==> src/rtl/amba_ahb_s2m_mux.sv <==
// rtl/amba_ahb_s2m_mux.sv - AHB slave-to-master response mux with built-in default (error) slave
module amba_ahb_s2m_mux #(
    parameter int N_SLAVE = 2,
    parameter int W_SLAVE = 1,
    parameter int W_DATA  = 32,
    parameter int W_CNT   = 16
) (
    input  logic                      HCLK,
    input  logic                      HRESET,
    input  logic [N_SLAVE-1:0]        HSEL,
    input  logic [W_SLAVE-1:0]        HSLAVE,
    input  logic [1:0]                HTRANS,
    input  logic [N_SLAVE*W_DATA-1:0] HRDATA_S,
    input  logic [N_SLAVE-1:0]        HREADYOUT_S,
    input  logic [N_SLAVE*2-1:0]      HRESP_S,
    output logic [W_DATA-1:0]         HRDATA,
    output logic                      HREADY,
    output logic [1:0]                HRESP,
    output logic [W_CNT-1:0]          ERR_CNT
);

    typedef enum logic [1:0] {
        S_IDLE = 2'd0,
        S_ERR1 = 2'd1,
        S_ERR2 = 2'd2
    } state_t;

    localparam logic [1:0] RESP_OKAY  = 2'b00;
    localparam logic [1:0] RESP_ERROR = 2'b01;

    state_t               state;
    state_t               state_nxt;
    logic [W_SLAVE-1:0]   dp_slave;
    logic                 dp_mapped;
    logic                 dp_unmapped_act;

    // An out-of-range slave index is routed to the default slave, same as an empty HSEL
    logic mapped_in;
    logic unmapped_act_in;
    assign mapped_in       = (|HSEL) && (32'(HSLAVE) < 32'(N_SLAVE));
    assign unmapped_act_in = !mapped_in && HTRANS[1];

    // Capture the address-phase decode for the data phase; hold while the bus is stalled
    always_ff @(posedge HCLK) begin
        if (HRESET) begin
            dp_slave        <= '0;
            dp_mapped       <= 1'b0;
            dp_unmapped_act <= 1'b0;
        end else if (HREADY) begin
            dp_slave        <= HSLAVE;
            dp_mapped       <= mapped_in;
            dp_unmapped_act <= unmapped_act_in;
        end
    end

    // Default-slave state register
    always_ff @(posedge HCLK) begin
        if (HRESET) begin
            state <= S_IDLE;
        end else begin
            state <= state_nxt;
        end
    end

    // Default-slave next state: two-cycle ERROR for every active transfer to unmapped space
    always_comb begin
        state_nxt = state;
        case (state)
            S_IDLE: begin
                if (HREADY && unmapped_act_in) begin
                    state_nxt = S_ERR1;
                end
            end
            S_ERR1: begin
                state_nxt = S_ERR2;
            end
            S_ERR2: begin
                state_nxt = unmapped_act_in ? S_ERR1 : S_IDLE;
            end
            default: begin
                state_nxt = S_IDLE;
            end
        endcase
    end

    // Error counter: one count per completed first error cycle, saturating
    always_ff @(posedge HCLK) begin
        if (HRESET) begin
            ERR_CNT <= '0;
        end else if (state == S_ERR1 && ERR_CNT != {W_CNT{1'b1}}) begin
            ERR_CNT <= ERR_CNT + 1'b1;
        end
    end

    // Output mux: selected slave when mapped, otherwise the default slave; no address-phase inputs used
    always_comb begin
        HRDATA = '0;
        HREADY = 1'b1;
        HRESP  = RESP_OKAY;
        if (dp_mapped) begin
            for (int i = 0; i < N_SLAVE; i++) begin
                if (32'(dp_slave) == 32'(i)) begin
                    HRDATA = HRDATA_S[i*W_DATA +: W_DATA];
                    HREADY = HREADYOUT_S[i];
                    HRESP  = HRESP_S[i*2 +: 2];
                end
            end
        end else if (dp_unmapped_act && state == S_ERR1) begin
            HREADY = 1'b0;
            HRESP  = RESP_ERROR;
        end else if (dp_unmapped_act && state == S_ERR2) begin
            HREADY = 1'b1;
            HRESP  = RESP_ERROR;
        end
    end

endmodule

==> config.mk <==
export PLATFORM = sky130hd
export DESIGN_NAME = amba_ahb_s2m_mux
export DESIGN_NICKNAME = d
export VERILOG_FILES = /design/src/rtl/amba_ahb_s2m_mux.sv
export SDC_FILE = /design/constraint.sdc
export NUM_CORES = 1
export LEC_CHECK = 0
export ABC_AREA = 0
export CORE_MARGIN = 5
export CORE_UTILIZATION = 30
export DETAILED_ROUTE_END_ITERATION = 12
export GPL_TIMING_DRIVEN = 0
export PLACE_DENSITY = 0.85
export RECOVER_POWER = 25
export SLEW_MARGIN = 20
export SYNTH_ARGS = -nofsm -noshare
export SYNTH_HDL_FRONTEND = slang
export SYNTH_SLANG_ARGS = --single-unit
==> constraint.sdc <==
create_clock -name HCLK -period 5.76 [get_ports HCLK]
set_clock_uncertainty 0.1 [all_clocks]
set_input_delay 1.728 -clock HCLK [delete_from_list [all_inputs] [get_ports HCLK]]
set_output_delay 1.728 -clock HCLK [all_outputs]
set_load 0.05 [all_outputs]
==> impl_metrics.json, run 1 <==
{
  "die_area_um2": 6980,
  "first_pass_iters": 4,
  "synth.distinct_cells": 31,
  "holdCritStartpoint": "dp_unmapped_act",
  "endpoint_kind": "output port",
  "diodes": 0,
  "synthAdderAreaFrac_pct": 0.771,
  "grt_usage_pct": 16.8,
  "grt_setup_unrepaired": "no",
  "num-nets-final": 407,
  "r2r_cells": 5,
  "area.growth.synth_to_final_pct": 86.0,
  "hold_end": "dp_unmapped_act",
  "slew_headroom_pct": 52.9,
  "cts_setup_buffers": 0,
  "ir_drop_mv": 0.0996,
  "antenna_found_initial": 0,
  "grt.overflow.total": 0,
  "syn_nets": 276,
  "drc": 0,
  "fillers": 461,
  "start_util_pct": 31.4,
  "cts_sinks": 21,
  "io_pins": 128,
  "fin_crit_sh_pct": 93.2,
  "crit_type": "input pin to output port",
  "core_area_um2": 5170,
  "die_y_um": 83.6,
  "clockBufferDepth": 2,
  "grt_pass1_vias": 1761,
  "worst_slew_pin_slew_ns": 0.707,
  "cts_tree": "done",
  "worstReg2RegEnd": "ERR_CNT[14]",
  "routabilityCongestion": 0.836,
  "synth_compound_area_share_pct": 12.4,
  "slew_viol_final": 0,
  "dieWidth_um": 83.6,
  "synth_top_area_share_pct": 25.9,
  "final_cells": 398,
  "synth-simple-area-share_pct": 31.9,
  "ys_seq_elements": 21,
  "h-tree-depth": 1,
  "yosys_warnings": 0,
  "grt_max_degree": 13,
  "timing.setup.tns_ns": 0,
  "numCtsBuffers": 3,
  "drt_iter0_drc": 103,
  "dp_cells": 394,
  "hold_violations": 0,
  "required_ns": 3.93,
  "syn_inst": 198,
  "timing.final.crit_period_ns": 5.37,
  "crit_arrival_ns": 3.54,
  "outcome": "finished clean",
  "layout-drive-gt1-share_pct": 3.05,
  "syn-cell-area_um2": 1620,
  "routed_wl_um": 6220,
  "max_freq_mhz": 186,
  "grt_pass1_wl_um": 9670,
  "yosysTopAreaCell": "dfxtp_1",
  "finalSetupViolations": 0,
  "wl_per_cell_um": 15.6,
  "clk_latency_ns": 0.26,
  "vias": 1915,
  "powerDensity_nw_per_um2": 154,
  "dpl.hpwl_um": 5190,
  "postRouteAntennaNets": 0,
  "ctsHoldBuffers": 0,
  "r2r_start": "ERR_CNT[0]",
  "port_buffers": 126,
  "synth-seq-area-share_pct": 25.9,
  "path_clk_slew_ns": 0.08,
  "synthXorXnorAreaFrac_pct": 0.540,
  "r2r_slack_ns": 3.63,
  "ys_top_cells_by_area": "dfxtp_1 26%, mux2i_1 24%, nor2b_1 13%, a21oi_1 4.3%, o31ai_1 3.2%",
  "synth_top_family_by_area": "simple AND/OR/NAND/NOR gates",
  "cts_resized": 0,
  "cap_violations": 0,
  "ctsRootBufferMaster": "clkbuf_8",
  "path_max_fanout": 4,
  "p_leak_nw": 1.03,
  "row_count": 26,
  "hp-class": "flop to flop",
  "via_per_inst": 4.81,
  "syn_avg_cell_area_um2": 8.20,
  "whs_path_depth": 2,
  "crit_path_start_kind": "input pin",
  "synth.area.mux_share_pct": 24.1
}
critical path: stages:
cell and delay [ns]:
clkdlybuf4s50_1 0.46, mux2i_1 0.08, a22oi_1 0.38, clkdlybuf4s50_1 0.89
registers in the layout, summed over array words and instances, names as in the netlist:
| register | cells |
|---|---|
| dp_mapped | 1 |
| dp_unmapped_act | 1 |
| dp_slave | 1 |
| state | 2 |
| ERR_CNT | 16 |
worst max path at each step:
stage                               from  endpoint  depth (start not counted)
after detailed placement  HREADYOUT_S[0]    HREADY                          4
final                     HREADYOUT_S[0]    HREADY                          4
after global placement    HREADYOUT_S[0]    HREADY                          4
after global routing      HREADYOUT_S[0]    HREADY                          4
after floorplan           HREADYOUT_S[1]    HREADY                          2
after CTS                 HREADYOUT_S[0]    HREADY                          4
per-stage QoR:
| stage | instance area (um2) | hold WS, ns | power [mW] | setup WS (ns) | utilization [%] |
|---|---|---|---|---|---|
| 2_1_floorplan | 1620 | 0.377 | 0.272 | 1.17 | - |
| 3_3_place_gp | 2970 | 0.398 | 0.368 | 0.378 | 57.5 |
| 3_5_place_dp | 2970 | 0.404 | 0.371 | 0.408 | 57.5 |
| 4_1_cts | 3020 | 0.416 | 0.467 | 0.393 | 58.3 |
| 5_1_grt | 3020 | 0.451 | 0.487 | 0.309 | 58.3 |
| 6_report | 3020 | 0.417 | 0.465 | 0.393 | 58.3 |
cell usage after synthesis, drive strengths merged:
master / number
mux2i: 39
nor2b: 35
dfxtp: 21
a21oi: 14
nor2: 13
or4: 8
clkbuf: 7
o31ai: 7
buf: 6
nand2: 6
inv: 5
nor4: 5
nand3: 4
nand4: 4
or3: 4
nand2b: 3
o21ai: 3
a211oi: 2
nor3: 2
o31a: 2
a22oi: 1
a311oi: 1
a31oi: 1
and4: 1
ha: 1
nand4b: 1
o41ai: 1
xor2: 1
routing by layer:
metal	vias up	part of all wire (%)	global-route usage (%)
li1	990	-	-
met4	0	0.88	3.07
met2	59	52	31.6
met3	6	5.5	3.65
met1	860	41	19.5
met5	-	0	0
power by group:
group | internal, mW | switching [mW] | leakage [nW]
Combinational | 0.103 | 0.115 | 0.837
Sequential | 0.147 | 0.00134 | 0.170
Clock | 0.0482 | 0.0505 | 0.0255
cell type report:
| cell class | instances | area [um2] | area share [%] |
|---|---|---|---|
| Buffer | 13 | 52.6 | 1.74 |
| Clock buffer | 3 | 41.3 | 1.37 |
| Clock inverter | 1 | 5.00 | 0.166 |
| Inverter | 5 | 18.8 | 0.622 |
| Multi-Input combinational cell | 159 | 1130 | 37.5 |
| Sequential cell | 21 | 420 | 13.9 |
| Tap cell | 70 | 87.6 | 2.90 |
| Timing Repair Buffer | 126 | 1260 | 41.8 |
placed cells by master, fill, tap and decap left out, types with 4 or more instances in the layout:
master / netlist / routed
dfxtp_1: 21 / 21
o31ai_1: 7 / 7
a21oi_1: 14 / 14
clkdlybuf4s50_1: 0 / 125
nand3_1: 4 / 4
nor2b_1: 35 / 35
nor4_1: 5 / 5
or4_1: 7 / 7
or3_1: 4 / 4
nand2_1: 6 / 6
nor2_1: 13 / 13
inv_1: 5 / 5
clkbuf_1: 7 / 7
mux2i_1: 39 / 39
kinds of logic (layout without fill, tap and decap cells):
| family | count (synthesis) | in the layout |
|---|---|---|
| AOI/OAI and AO/OA | 32 | 32 |
| xor gates and xnor gates | 1 | 1 |
| adders and majority gates | 1 | 1 |
| buffers and inverters | 18 | 148 |
| DFF | 21 | 21 |
| muxes | 39 | 39 |
| and+or+nand+nor | 86 | 86 |
Note: power is estimated with default switching activity, not from simulation.
==> run 2, diff against run 1 <==
- CAP_MARGIN: unset -> 20
==> results of run 2 <==
No change in the layout: final DEF, timing and power equal those of run 1.
